--- config.mk ---
export PLATFORM = sky130hd
export DESIGN_NAME = csr_trap_unit
export DESIGN_NICKNAME = d
export VERILOG_FILES = /design/src/rtl/csr_trap_unit.sv
export SDC_FILE = /design/constraint.sdc
export NUM_CORES = 1
export LEC_CHECK = 0
export CORE_ASPECT_RATIO = 1.1
export CORE_MARGIN = 8
export CORE_UTILIZATION = 35
export CTS_BUF_LIST = sky130_fd_sc_hd__clkbuf_2 sky130_fd_sc_hd__clkbuf_4 sky130_fd_sc_hd__clkbuf_8
export CTS_CLUSTER_SIZE = 30
export DETAILED_ROUTE_END_ITERATION = 10
export GPL_ROUTABILITY_DRIVEN = 0
export MAX_ROUTING_LAYER = met4
export SETUP_SLACK_MARGIN = 0.05
export SLEW_MARGIN = 40
export SYNTH_ARGS = -nofsm -noshare
export SYNTH_HDL_FRONTEND = slang
export SYNTH_SLANG_ARGS = --single-unit
--- constraint.sdc ---
create_clock -name clk_o -period 4.1 [get_ports clk_o]
set_clock_uncertainty 0.15 [all_clocks]
set_input_delay 0.82 -clock clk_o [delete_from_list [all_inputs] [get_ports clk_o]]
set_output_delay 0.82 -clock clk_o [all_outputs]
set_load 0.03 [all_outputs]
--- src/rtl/csr_trap_unit.sv ---
// csr_trap_unit: machine-mode CSR file with interrupt trap entry and mret return sequencing
//   clk_o, reset                      : clock (rising edge), synchronous active-high reset
//   csr_addr, csr_op, csr_rd, csr_wdata : CSR access from MW (op 00 none, 01 write, 10 set, 11 clear)
//   csr_rdata, csr_illegal            : combinational read data, unimplemented-address flag
//   pc_in, is_mret                    : PC of the MW instruction, MW holds mret
//   irq_in                            : level interrupt requests, line i -> mie/mip bit i
//   trap_take, epc_valid, epc         : one-cycle flush/redirect outputs decoded from state
module csr_trap_unit #(
    parameter int XLEN       = 32,
    parameter int NUM_IRQ    = 2,
    parameter int CAUSE_BASE = 16
) (
    input  logic               clk_o,
    input  logic               reset,
    input  logic [11:0]        csr_addr,
    input  logic [1:0]         csr_op,
    input  logic               csr_rd,
    input  logic [XLEN-1:0]    csr_wdata,
    output logic [XLEN-1:0]    csr_rdata,
    output logic               csr_illegal,
    input  logic [XLEN-1:0]    pc_in,
    input  logic               is_mret,
    input  logic [NUM_IRQ-1:0] irq_in,
    output logic               trap_take,
    output logic               epc_valid,
    output logic [XLEN-1:0]    epc
);
    typedef enum logic [1:0] {IDLE, TRAP, RET} state_t;
    state_t state, state_next;
    logic ms_mie, ms_mpie, impl, take, wr;
    logic [NUM_IRQ-1:0] mie, mip, pending;
    logic [XLEN-1:0] mcause, mepc, mtvec, cur, nv, target;
    logic [4:0] idx;
    logic [XLEN-2:0] code;
    always_comb begin
        impl = 1'b1;
        cur = '0;
        case (csr_addr)
            12'h300: begin
                cur[3] = ms_mie;
                cur[7] = ms_mpie;
            end
            12'h304: cur[NUM_IRQ-1:0] = mie;
            12'h344: cur[NUM_IRQ-1:0] = mip;
            12'h342: cur = mcause;
            12'h341: cur = mepc;
            12'h305: cur = mtvec;
            default: impl = 1'b0;
        endcase
    end
    always_comb begin
        idx = '0;
        for (int i = NUM_IRQ - 1; i >= 0; i--)
            if (pending[i]) idx = 5'(i);
    end
    assign pending     = mip & mie;
    assign take        = (state == IDLE) && ms_mie && |pending;
    assign code        = (XLEN-1)'(CAUSE_BASE) + (XLEN-1)'(idx);
    assign nv          = csr_op == 2'b01 ? csr_wdata : csr_op == 2'b10 ? cur | csr_wdata : cur & ~csr_wdata;
    // a trap squashes the MW instruction, so its CSR write must not land
    assign wr          = (state == IDLE) && !take && csr_op != 2'b00 && impl;
    assign csr_rdata   = csr_rd ? cur : '0;
    assign csr_illegal = (csr_rd || csr_op != 2'b00) && !impl;
    // code<<2 drops the interrupt flag in mcause's top bit
    assign target      = {mtvec[XLEN-1:2], 2'b00} + (mtvec[1:0] == 2'b01 ? {mcause[XLEN-3:0], 2'b00} : '0);
    assign trap_take   = state == TRAP;
    assign epc_valid   = state != IDLE;
    assign epc         = state == TRAP ? target : state == RET ? mepc : '0;
    always_comb begin
        state_next = state != IDLE ? IDLE : take ? TRAP : is_mret ? RET : IDLE;
    end
    always_ff @(posedge clk_o) begin
        if (reset) state <= IDLE;
        else state <= state_next;
    end
    always_ff @(posedge clk_o) begin
        if (reset) begin
            ms_mie  <= 1'b0;
            ms_mpie <= 1'b0;
            mie     <= '0;
            mip     <= '0;
            mcause  <= '0;
            mepc    <= '0;
            mtvec   <= '0;
        end else begin
            mip <= irq_in;
            if (wr)
                case (csr_addr)
                    12'h300: begin
                        ms_mie  <= nv[3];
                        ms_mpie <= nv[7];
                    end
                    12'h304: mie <= nv[NUM_IRQ-1:0];
                    12'h342: mcause <= nv;
                    12'h341: mepc <= {nv[XLEN-1:2], 2'b00};
                    12'h305: mtvec <= {nv[XLEN-1:2], nv[1] ? mtvec[1:0] : nv[1:0]};
                    default: ;
                endcase
            if (take) begin
                mepc    <= pc_in & {{(XLEN-2){1'b1}}, 2'b00};
                mcause  <= {1'b1, code};
                ms_mpie <= ms_mie;
                ms_mie  <= 1'b0;
            end else if (state == IDLE && is_mret) begin
                ms_mie  <= ms_mpie;
                ms_mpie <= 1'b1;
            end
        end
    end
endmodule

==> run_results.csv, run 1 <==
group,metric,value,unit
sta,finalSetupTns,0,ns
die,die_w,157,µm
clocking,cts-root-buf,"clkbuf_8",
hold_path,hp-class,"reg -> reg",
power,total_power,2.05,mW
route,ant_nets,0,
sta,setup_viol,0,
global_route,met3_usage,0.0249,
sta,hold_viol,0,
worst_setup_path,arrival,3.07,ns
place,dpl.hpwl,19400,µm
synthesis,synthesis.area,0.00766,mm²
synthesis,synth.distinct_cells,75,
die,ios,151,
clocking,cts_made_buffers,9,
synthesis,syn-instance-count,1043,
sta,period_share,0.987,
synthesis,ys_seq_elements,101,
global_route,grt_pass1_wl,43100,µm
power,vdd_drop_max,0.152,mV
worst_setup_path,path_class,"reg -> out",
route,drc,0,
synthesis,seq_area_frac_synth,0.264,
worst_setup_path,worst-path-max-fanout,10,
final_layout,drive_above_1_share,0.154,
final_layout,antenna_cells,0,
hold_path,hold_start,"mcause[30]",
clocking,clk_path_buf_depth,2,
die,rows,57,
worst_setup_path,start_kind,"flip-flop",
worst_setup_path,critPathRequiredTime,3.13,ns
clocking,clock_latency,0.40,ns
clocking,clk_pin_slew_worst_paths,0.10,ns
place,numPortBuffers,146,
route,via_per_inst,5.45,
global_route,grt_pass1_vias,7885,
die,core_area,0.0218,mm²
global_route,globalRouteMet2Util,0.332,
final_layout,fin_nets,1282,
global_route,grt_use_total,0.209,
global_route,overflow,0,
route,dr.pass1.iters,5,
sta,fmax,0.247,GHz
clocking,cts_tree,"built",
synthesis,syn_avg_cell_area,7.35,µm²
die,fp.dieArea,0.0269,mm²
clocking,cts_hold_buffers,0,
power,p_leak,3.95,nW
sta,rsz0062_at_grt,"true",
synthesis,yosys_warnings,0,
clocking,clock-sinks,101,
status,outcome,"complete, no violations",
synthesis,synth_async_sr_flop_share,0,
synthesis,synth_edf_count,0,
worst_setup_path,cp-end-kind,"output pin",
route,drt-total-wl,28200,µm
synthesis,synth-main-ff-cell,"dfxtp_1",
die,initial_core_util,0.351,
sta,drv_slew,0,
sta,layout_min_cycle_time,4.04,ns
route,drtIter0Drc,698,
worst_setup_path,cp-startpoint,"mtvec[0]",
global_route,grt_util_met1,0.268,
sta,holdWs,0.315,ns
global_route,top_usage_layer,"met2",
final_layout,area_growth,33.1,%
sta,tightest_slew,0.759,ns
global_route,grt_max_degree,44,
power,power.density,201,mW/mm²
die,die_h,171,µm
clocking,htree_levels,3,
flow_run,cap_viol_max_count,0,
final_layout,fill_cells,2209,
route,vias,8003,
worst_setup_path,r2r-start,"state[0]",
global_route,antenna_found_initial,0,
sta,relSlewSlack,0.492,
route,wl_per_cell,19.2,µm
-- logic make-up (layout without fill, tap and decap cells) --
kind of cell / after synthesis / in the layout / synth area share
AOI/OAI and AO/OA: 325 / 325 / 0.288
other: 1 / 2 / 0.000489
adders and majority gates: 30 / 30 / 0.0500
xor gates and xnor gates: 54 / 54 / 0.0617
muxes: 8 / 8 / 0.0108
DFF: 101 / 101 / 0.264
buffers and inverters: 122 / 251 / 0.0715
and+or+nand+nor: 402 / 402 / 0.254
-- placed cells by master, fill, tap and decap left out, drive strengths merged, types with 11 or more instances in the layout --
master / count
a21o: 20
a21oi: 122
a221oi: 22
a222oi: 11
a22o: 35
a22oi: 32
and2: 57
buf: 93
clkbuf: 14
clkdlybuf4s50: 89
dfxtp: 101
ha: 29
inv: 49
nand2: 214
nand3: 12
nor2: 33
nor2b: 35
nor3: 14
o21ai: 34
xnor2: 47
-- power breakdown --
part / switching, mW / leakage [nW] / internal, mW
clock network: 0.386 / 0.121 / 0.388
logic: 0.144 / 3.02 / 0.142
registers: 0.00268 / 0.815 / 0.984
total: 0.533 / 3.95 / 1.51
-- worst max-delay path: stages, from the launching register on --
cell      delay [ns]
dfxtp_2         0.37
buf_6           0.15
and2_4          0.18
ha_4            0.21
a211oi_4        0.26
o211a_1         0.32
o211ai_1        0.18
a21oi_2         0.28
o21ba_2         0.17
xor2_1          0.16
o21ai_1         0.09
buf_4           0.16
buf_12          0.13
-- stage by stage --
stage          std cells  setup slack, ns  area [µm²]   util
6_report            1468           0.0551       10200  0.468
5_1_grt             1468          -0.0456       10200  0.468
4_1_cts             1463          -0.0786        9980  0.457
3_5_place_dp        1446            0.166        9580  0.439
3_3_place_gp        1446            0.157        9570  0.439
2_1_floorplan       1044            0.184        7670      -
-- area by class of cell --
| cell class | count | area [µm²] | share of cell area |
|---|---|---|---|
| multi-input cells | 821 | 5450 | 0.534 |
| flip-flops and latches | 101 | 2020 | 0.198 |
| well taps | 295 | 369 | 0.0362 |
| inverters | 48 | 180 | 0.0177 |
| clock inverters | 4 | 77.6 | 0.00760 |
| repair buffers | 187 | 1950 | 0.191 |
| clock buffers | 12 | 159 | 0.0156 |
-- synthesized netlist by cell type, types with 3 or more instances --
library cell	instances	area [µm²]
and3_1	3	18.8
and2_0	3	18.8
nor2b_1	35	219
nand2_1	214	803
nand4_1	3	18.8
nand2b_1	7	43.8
a222oi_1	11	110
dfxtp_1	101	2020
nor3_1	12	60.1
clkbuf_1	43	161
ha_1	29	363
nand3b_1	3	22.5
o21ai_1	3	15.0
o211ai_1	5	37.5
nor3b_1	4	30.0
a21o_1	20	150
nor4_1	3	18.8
a22o_1	35	307
o21bai_1	5	37.5
and2_1	52	325
o21ai_0	31	155
buf_2	17	85.1
xor2_1	7	61.3
buf_6	4	45.0
a221oi_1	22	193
a21oi_1	120	601
nor2_1	32	120
xnor2_1	47	412
a22oi_1	32	240
inv_1	48	180
a31oi_1	6	37.5
o21a_1	5	37.5
a211oi_1	7	52.6
buf_4	7	52.6
nand3_1	12	60.1
mux2i_1	6	60.1
-- state kept, by name (all words and copies together) (netlist names) --
name and cells:
mcause 32, mtvec 31, mepc 30, mie 2, mip 2, state 2
ms_mie 1, ms_mpie 1
-- worst paths after layout --
path | end | slack [ns] | cells after the start
worst max-delay path | epc[23] | 0.06 | 12
worst min-delay path | mcause[30] | 0.32 | 2
worst max register to register | mepc[17] | 1.45 | 8
worst min register to register | mcause[30] | 0.32 | 2
-- per-layer routing --
| metal | wire length [µm] | vias to the layer above |
|---|---|---|
| met5 | 0 | - |
| met4 | 826 | 0 |
| met3 | 1760 | 55 |
| met2 | 12900 | 302 |
| met1 | 12700 | 3729 |
| li1 | - | 3917 |
-- what timing repair did --
action / CTS / global route
setup endpoints to repair: 20 / 21
gates resized for setup: 32 / 44
pin swaps: 12 / 28
gates cloned: 0 / 1
hold endpoints to repair: 0 / 0
setup buffers: 1 / 4
Power figures use the tool's default switching activity.
==> run 2, diff against run 1 <==
--- a/config.mk
+++ b/config.mk
@@ -13,6 +13,7 @@
 export DETAILED_ROUTE_END_ITERATION = 10
 export GPL_ROUTABILITY_DRIVEN = 0
 export MAX_ROUTING_LAYER = met4
+export PLACE_DENSITY_LB_ADDON = 0.2
 export SETUP_SLACK_MARGIN = 0.05
 export SLEW_MARGIN = 40
 export SYNTH_ARGS = -nofsm -noshare
==> run 2 against run 1 <==
Effect of this change:
- combinational power increased by 2%
- non-clock buffer count increased by 4
- count of clock-buffer cells in the layout is 3 lower
- critical endpoint is now epc[12]
==> run_results.csv, run 2 (synthesis results as in run 1) <==
group,metric,value,unit
status,outcome,"complete, no violations",
worst_setup_path,cp-end-kind,"output pin",
route,dr.pass1.iters,8,
clocking,clock-sinks,101,
final_layout,top_regs,"mcause: 32 flops, mtvec: 31 flops, mepc: 30 flops",
place,placed_cells,1448,
clocking,cts_tree,"built",
global_route,grt_pass1_vias,7980,
sta,tightest_slew,0.696,ns
global_route,grt_max_degree,34,
sta,hold_viol,0,
worst_setup_path,critPathRequiredTime,3.13,ns
power,vdd_drop_max,0.134,mV
route,drt-total-wl,28400,µm
clocking,clock_latency,0.39,ns
sta,rsz0062_at_grt,"true",
final_layout,multi_input_area,0.00545,mm²
worst_setup_path,arrival,3.12,ns
die,rows,57,
die,die_h,171,µm
route,drc,0,
sta,layout_min_cycle_time,4.09,ns
sta,relSlewSlack,0.535,
final_layout,fill_cells,2206,
final_layout,area_growth,33.0,%
final_layout,final_cell_mix,"nand2_1 (213), a21oi_1 (117), dfxtp_1 (100), clkdlybuf4s50_1 (89), buf_4 (71)",
place,dpl.hpwl,20000,µm
clocking,clk_path_buf_depth,2,
die,initial_core_util,0.351,
final_layout,layout_commonest_cell,"nand2_1",
final_layout,stdcell_count,1472,
clocking,clk_pin_slew_worst_paths,0.11,ns
final_layout,regMostFlops,"mcause",
place,numPortBuffers,146,
sta,fmax,0.245,GHz
worst_setup_path,path_class,"reg -> out",
final_layout,largest_register_ffs,32,
final_layout,fin_nets,1286,
clocking,cts_made_buffers,9,
die,ios,151,
route,drtIter0Drc,748,
route,ant_nets,0,
route,vias,7964,
die,fp.dieArea,0.0269,mm²
clocking,cts-root-buf,"clkbuf_8",
global_route,overflow,0,
sta,drv_slew,0,
power,p_leak,3.98,nW
global_route,antenna_found_initial,0,
sta,period_share,0.997,
final_layout,final_util,0.467,
power,power.density,193,mW/mm²
clocking,htree_levels,3,
final_layout,drive_above_1_share,0.154,
global_route,grt_use_total,0.215,
die,core_area,0.0218,mm²
sta,setup_viol,0,
final_layout,layout.area.seq,0.00203,mm²
final_layout,antenna_cells,0,
flow_run,cap_viol_max_count,0,
worst_setup_path,worst-path-max-fanout,4,
hold_path,hp-class,"reg -> reg",
route,via_per_inst,5.41,
worst_setup_path,start_kind,"flip-flop",
route,wl_per_cell,19.3,µm
global_route,grt_pass1_wl,44300,µm
die,die_w,157,µm
## run 2: cell count changes in the layout (fill, tap and decap cells not counted), sizes merged
cell,before,now
clkinv,1,2
dlygate4sd2,3,2
buf,93,98
bufinv,2,1
inv,49,51
clkbuf,14,10
dlymetal6s2s,0,1
clkinvlp,0,1
## run 2: critical path, cell delays in order, from the launching register on
cell	delay [ns]
dfxtp_4	0.38
and2_1	0.19
ha_4	0.19
fa_2	0.39
a21oi_4	0.21
o221ai_4	0.16
a211oi_2	0.31
o21bai_1	0.11
a21oi_1	0.19
xnor2_1	0.09
o21ai_0	0.22
buf_4	0.17
buf_12	0.11
## run 2: power by group
| group | internal [mW] | switching, mW | total, mW |
|---|---|---|---|
| sequential | 0.983 | 0.00270 | 0.986 |
| combinational | 0.143 | 0.148 | 0.291 |
| clock | 0.291 | 0.400 | 0.691 |
| total | 1.42 | 0.551 | 1.97 |
## run 2: layer usage
metal	vias to the layer above	part of all wire	global-route usage
met4	0	0.012	0.0526
li1	3919	-	-
met5	-	0	-
met3	18	0.050	0.0312
met1	3792	0.47	0.280
met2	235	0.47	0.346
## run 2: path summary, 6_finish.rpt
| kind | start | end | slack [ns] | depth (start not counted) |
|---|---|---|---|---|
| max | mtvec[0] | epc[12] | 0.01 | 12 |
| min reg2reg | mcause[30] | mcause[30] | 0.31 | 2 |
| min | mcause[30] | mcause[30] | 0.31 | 2 |
| max reg2reg | state[0] | mepc[17] | 1.47 | 8 |
## run 2: layout make-up
cell class / count / area share
multi-input combinational: 821 / 0.534
clock inverter: 7 / 0.00786
inverter: 48 / 0.0177
tap: 295 / 0.0362
sequential: 101 / 0.199
clock buffer: 9 / 0.0122
timing repair buffer: 191 / 0.193
## run 2: per-stage QoR
stage,hold WS [ns],worst slack [ns],area (µm²),setup TNS [ns],power (mW)
3_3_place_gp,0.288,0.167,9590,0,1.30
4_1_cts,0.314,-0.0314,10000,-0.0378,1.98
5_1_grt,0.340,-0.0972,10200,-0.601,2.04
2_1_floorplan,0.282,0.184,7670,0,1.16
6_report,0.311,0.0126,10200,0,1.97
3_5_place_dp,0.297,0.193,9600,0,1.30
## run 2: what timing repair did
item,4_1_cts,5_1_grt
resized for setup,40,37
hold buffers,0,0
cloned,0,0
setup endpoints to repair,21,18
setup buffers,4,4
pin swaps,14,16
==> run 3, diff against run 2 <==
--- a/config.mk
+++ b/config.mk
@@ -15,7 +15,6 @@
 export MAX_ROUTING_LAYER = met4
 export PLACE_DENSITY_LB_ADDON = 0.2
 export SETUP_SLACK_MARGIN = 0.05
-export SLEW_MARGIN = 40
 export SYNTH_ARGS = -nofsm -noshare
 export SYNTH_HDL_FRONTEND = slang
 export SYNTH_SLANG_ARGS = --single-unit
==> run 3 against run 2 <==
Effect of this change:
- global-route usage about the same
- fmax up 0.37%
- critical path depth unchanged
- die area unchanged
- combinational power about the same
- cell area down 0.32%
- sequential power about the same
- critical endpoint is now epc[30]
- register-to-register slack worse by 0.09 ns
==> run_results.csv, run 3 (synthesis results as in run 1) <==
group,metric,value,unit
status,outcome,"complete, no violations",
hold_path,holdPathStages,2,
place,placed_cells,1448,
final_layout,area_growth,32.5,%
clocking,clk_pin_slew_worst_paths,0.11,ns
sta,relSlewSlack,0.263,
sta,setup_viol,0,
sta,tightest_slew,1.10,ns
final_layout,top_regs,"mcause: 32 flops, mtvec: 31 flops, mepc: 30 flops",
flow_run,cap_viol_max_count,0,
worst_setup_path,arrival,3.10,ns
sta,fmax,0.246,GHz
route,dr.pass1.iters,7,
route,drc,0,
place,numPortBuffers,146,
power,power.density,195,mW/mm²
final_layout,final_cell_mix,"nand2_1 (213), a21oi_1 (116), dfxtp_1 (99), clkdlybuf4s50_1 (89), buf_4 (71)",
global_route,grt_pass1_wl,44100,µm
worst_setup_path,start_kind,"flip-flop",
sta,holdWs,0.313,ns
clocking,cts_made_buffers,9,
route,drtIter0Drc,608,
die,initial_core_util,0.351,
sta,layout_setup_ws,0.0278,ns
worst_setup_path,worst-path-max-fanout,11,
clocking,clk_path_buf_depth,2,
final_layout,regMostFlops,"mcause",
global_route,overflow,0,
clocking,clock-sinks,101,
power,vdd_drop_max,0.131,mV
hold_path,hold_start,"mcause[30]",
place,dp_slack,0.138,ns
route,ant_nets,0,
sta,hold_viol,0,
route,via_per_inst,5.48,
power,p_leak,3.99,nW
die,fp.dieArea,0.0269,mm²
die,core_area,0.0218,mm²
final_layout,fin_area,0.0102,mm²
worst_setup_path,r2r-start,"mie[0]",
die,rows,57,
sta,drv_slew,0,
final_layout,drive_above_1_share,0.154,
clocking,cts-root-buf,"clkbuf_8",
worst_setup_path,path_class,"reg -> out",
die,ios,151,
die,die_w,157,µm
worst_setup_path,cp-end-kind,"output pin",
clocking,clock_latency,0.40,ns
die,die_h,171,µm
route,drt-total-wl,28900,µm
sta,rsz0062_at_grt,"true",
route,vias,8073,
worst_setup_path,cp-startpoint,"mtvec[0]",
global_route,grt_pass1_vias,7907,
worst_setup_path,critPathRequiredTime,3.13,ns
worst_setup_path,ff2ff_path_depth,8,
hold_path,hp-class,"reg -> reg",
global_route,grt_use_total,0.215,
sta,period_share,0.993,
final_layout,layout_commonest_cell,"nand2_1",
sta,layout_min_cycle_time,4.07,ns
final_layout,antenna_cells,0,
place,placed_area,0.00959,mm²
final_layout,largest_register_ffs,32,
final_layout,stdcell_count,1473,
final_layout,fin_nets,1287,
route,wl_per_cell,19.6,µm
clocking,htree_levels,3,
clocking,cts_tree,"built",
global_route,antenna_found_initial,0,
place,dpl.hpwl,20000,µm
global_route,grt_max_degree,34,
run 3: cell types whose count changed in the layout (fill, tap and decap cells not counted), sizes merged:
cell      before  now
clkinv         2    1
clkinvlp       1    2
and3           5    6
run 3: what timing repair did:
action                     4_1_cts  5_1_grt
gates cloned                     0        1
setup endpoints to repair       21       19
setup buffers                    5        3
gates resized for setup         50       20
hold buffers                     0        0
pin swaps                       12       10
run 3: worst max-delay path, stage by stage, from the launching register on:
cell and delay, ns:
dfxtp_2 0.36, buf_6 0.15, and2_1 0.20, ha_4 0.31
a21oi_4 0.07, o221ai_4 0.18, buf_6 0.14, nand4_4 0.12
a2111oi_4 0.37, nor2_2 0.11, or4_1 0.42, nand3_2 0.14
buf_12 0.13
run 3: final cells by class:
| type | instances | area, µm² |
|---|---|---|
| well taps | 295 | 369 |
| flip-flops and latches | 101 | 2020 |
| clock buffers | 9 | 124 |
| clock inverters | 7 | 81.3 |
| inverters | 48 | 180 |
| fillers | 2233 | 11700 |
| repair buffers | 191 | 1960 |
| multi-input cells | 822 | 5420 |
run 3: path summary, 6_finish.rpt:
path | endpoint | slack (ns)
worst min register to register | mcause[30] | 0.31
worst min-delay path | mcause[30] | 0.31
worst max-delay path | epc[30] | 0.03
worst max register to register | mepc[22] | 1.38
run 3: stage by stage:
step	utilization	power, mW	TNS, ns
global placement	0.439	1.30	0
floorplan	-	1.16	0
global route	0.465	2.05	-0.556
finish	0.465	1.98	0
detailed placement	0.439	1.30	0
CTS	0.461	1.99	0
run 3: power breakdown:
part / internal [mW] / switching, mW
clock: 0.292 / 0.409
combinational: 0.144 / 0.149
sequential: 0.984 / 0.00275
total: 1.42 / 0.561
run 3: metal layers:
metal  wire, µm  global-route usage
met3       1650              0.0266
met5          0                   -
met2      13500               0.345
met1      13300               0.281
met4        512              0.0634
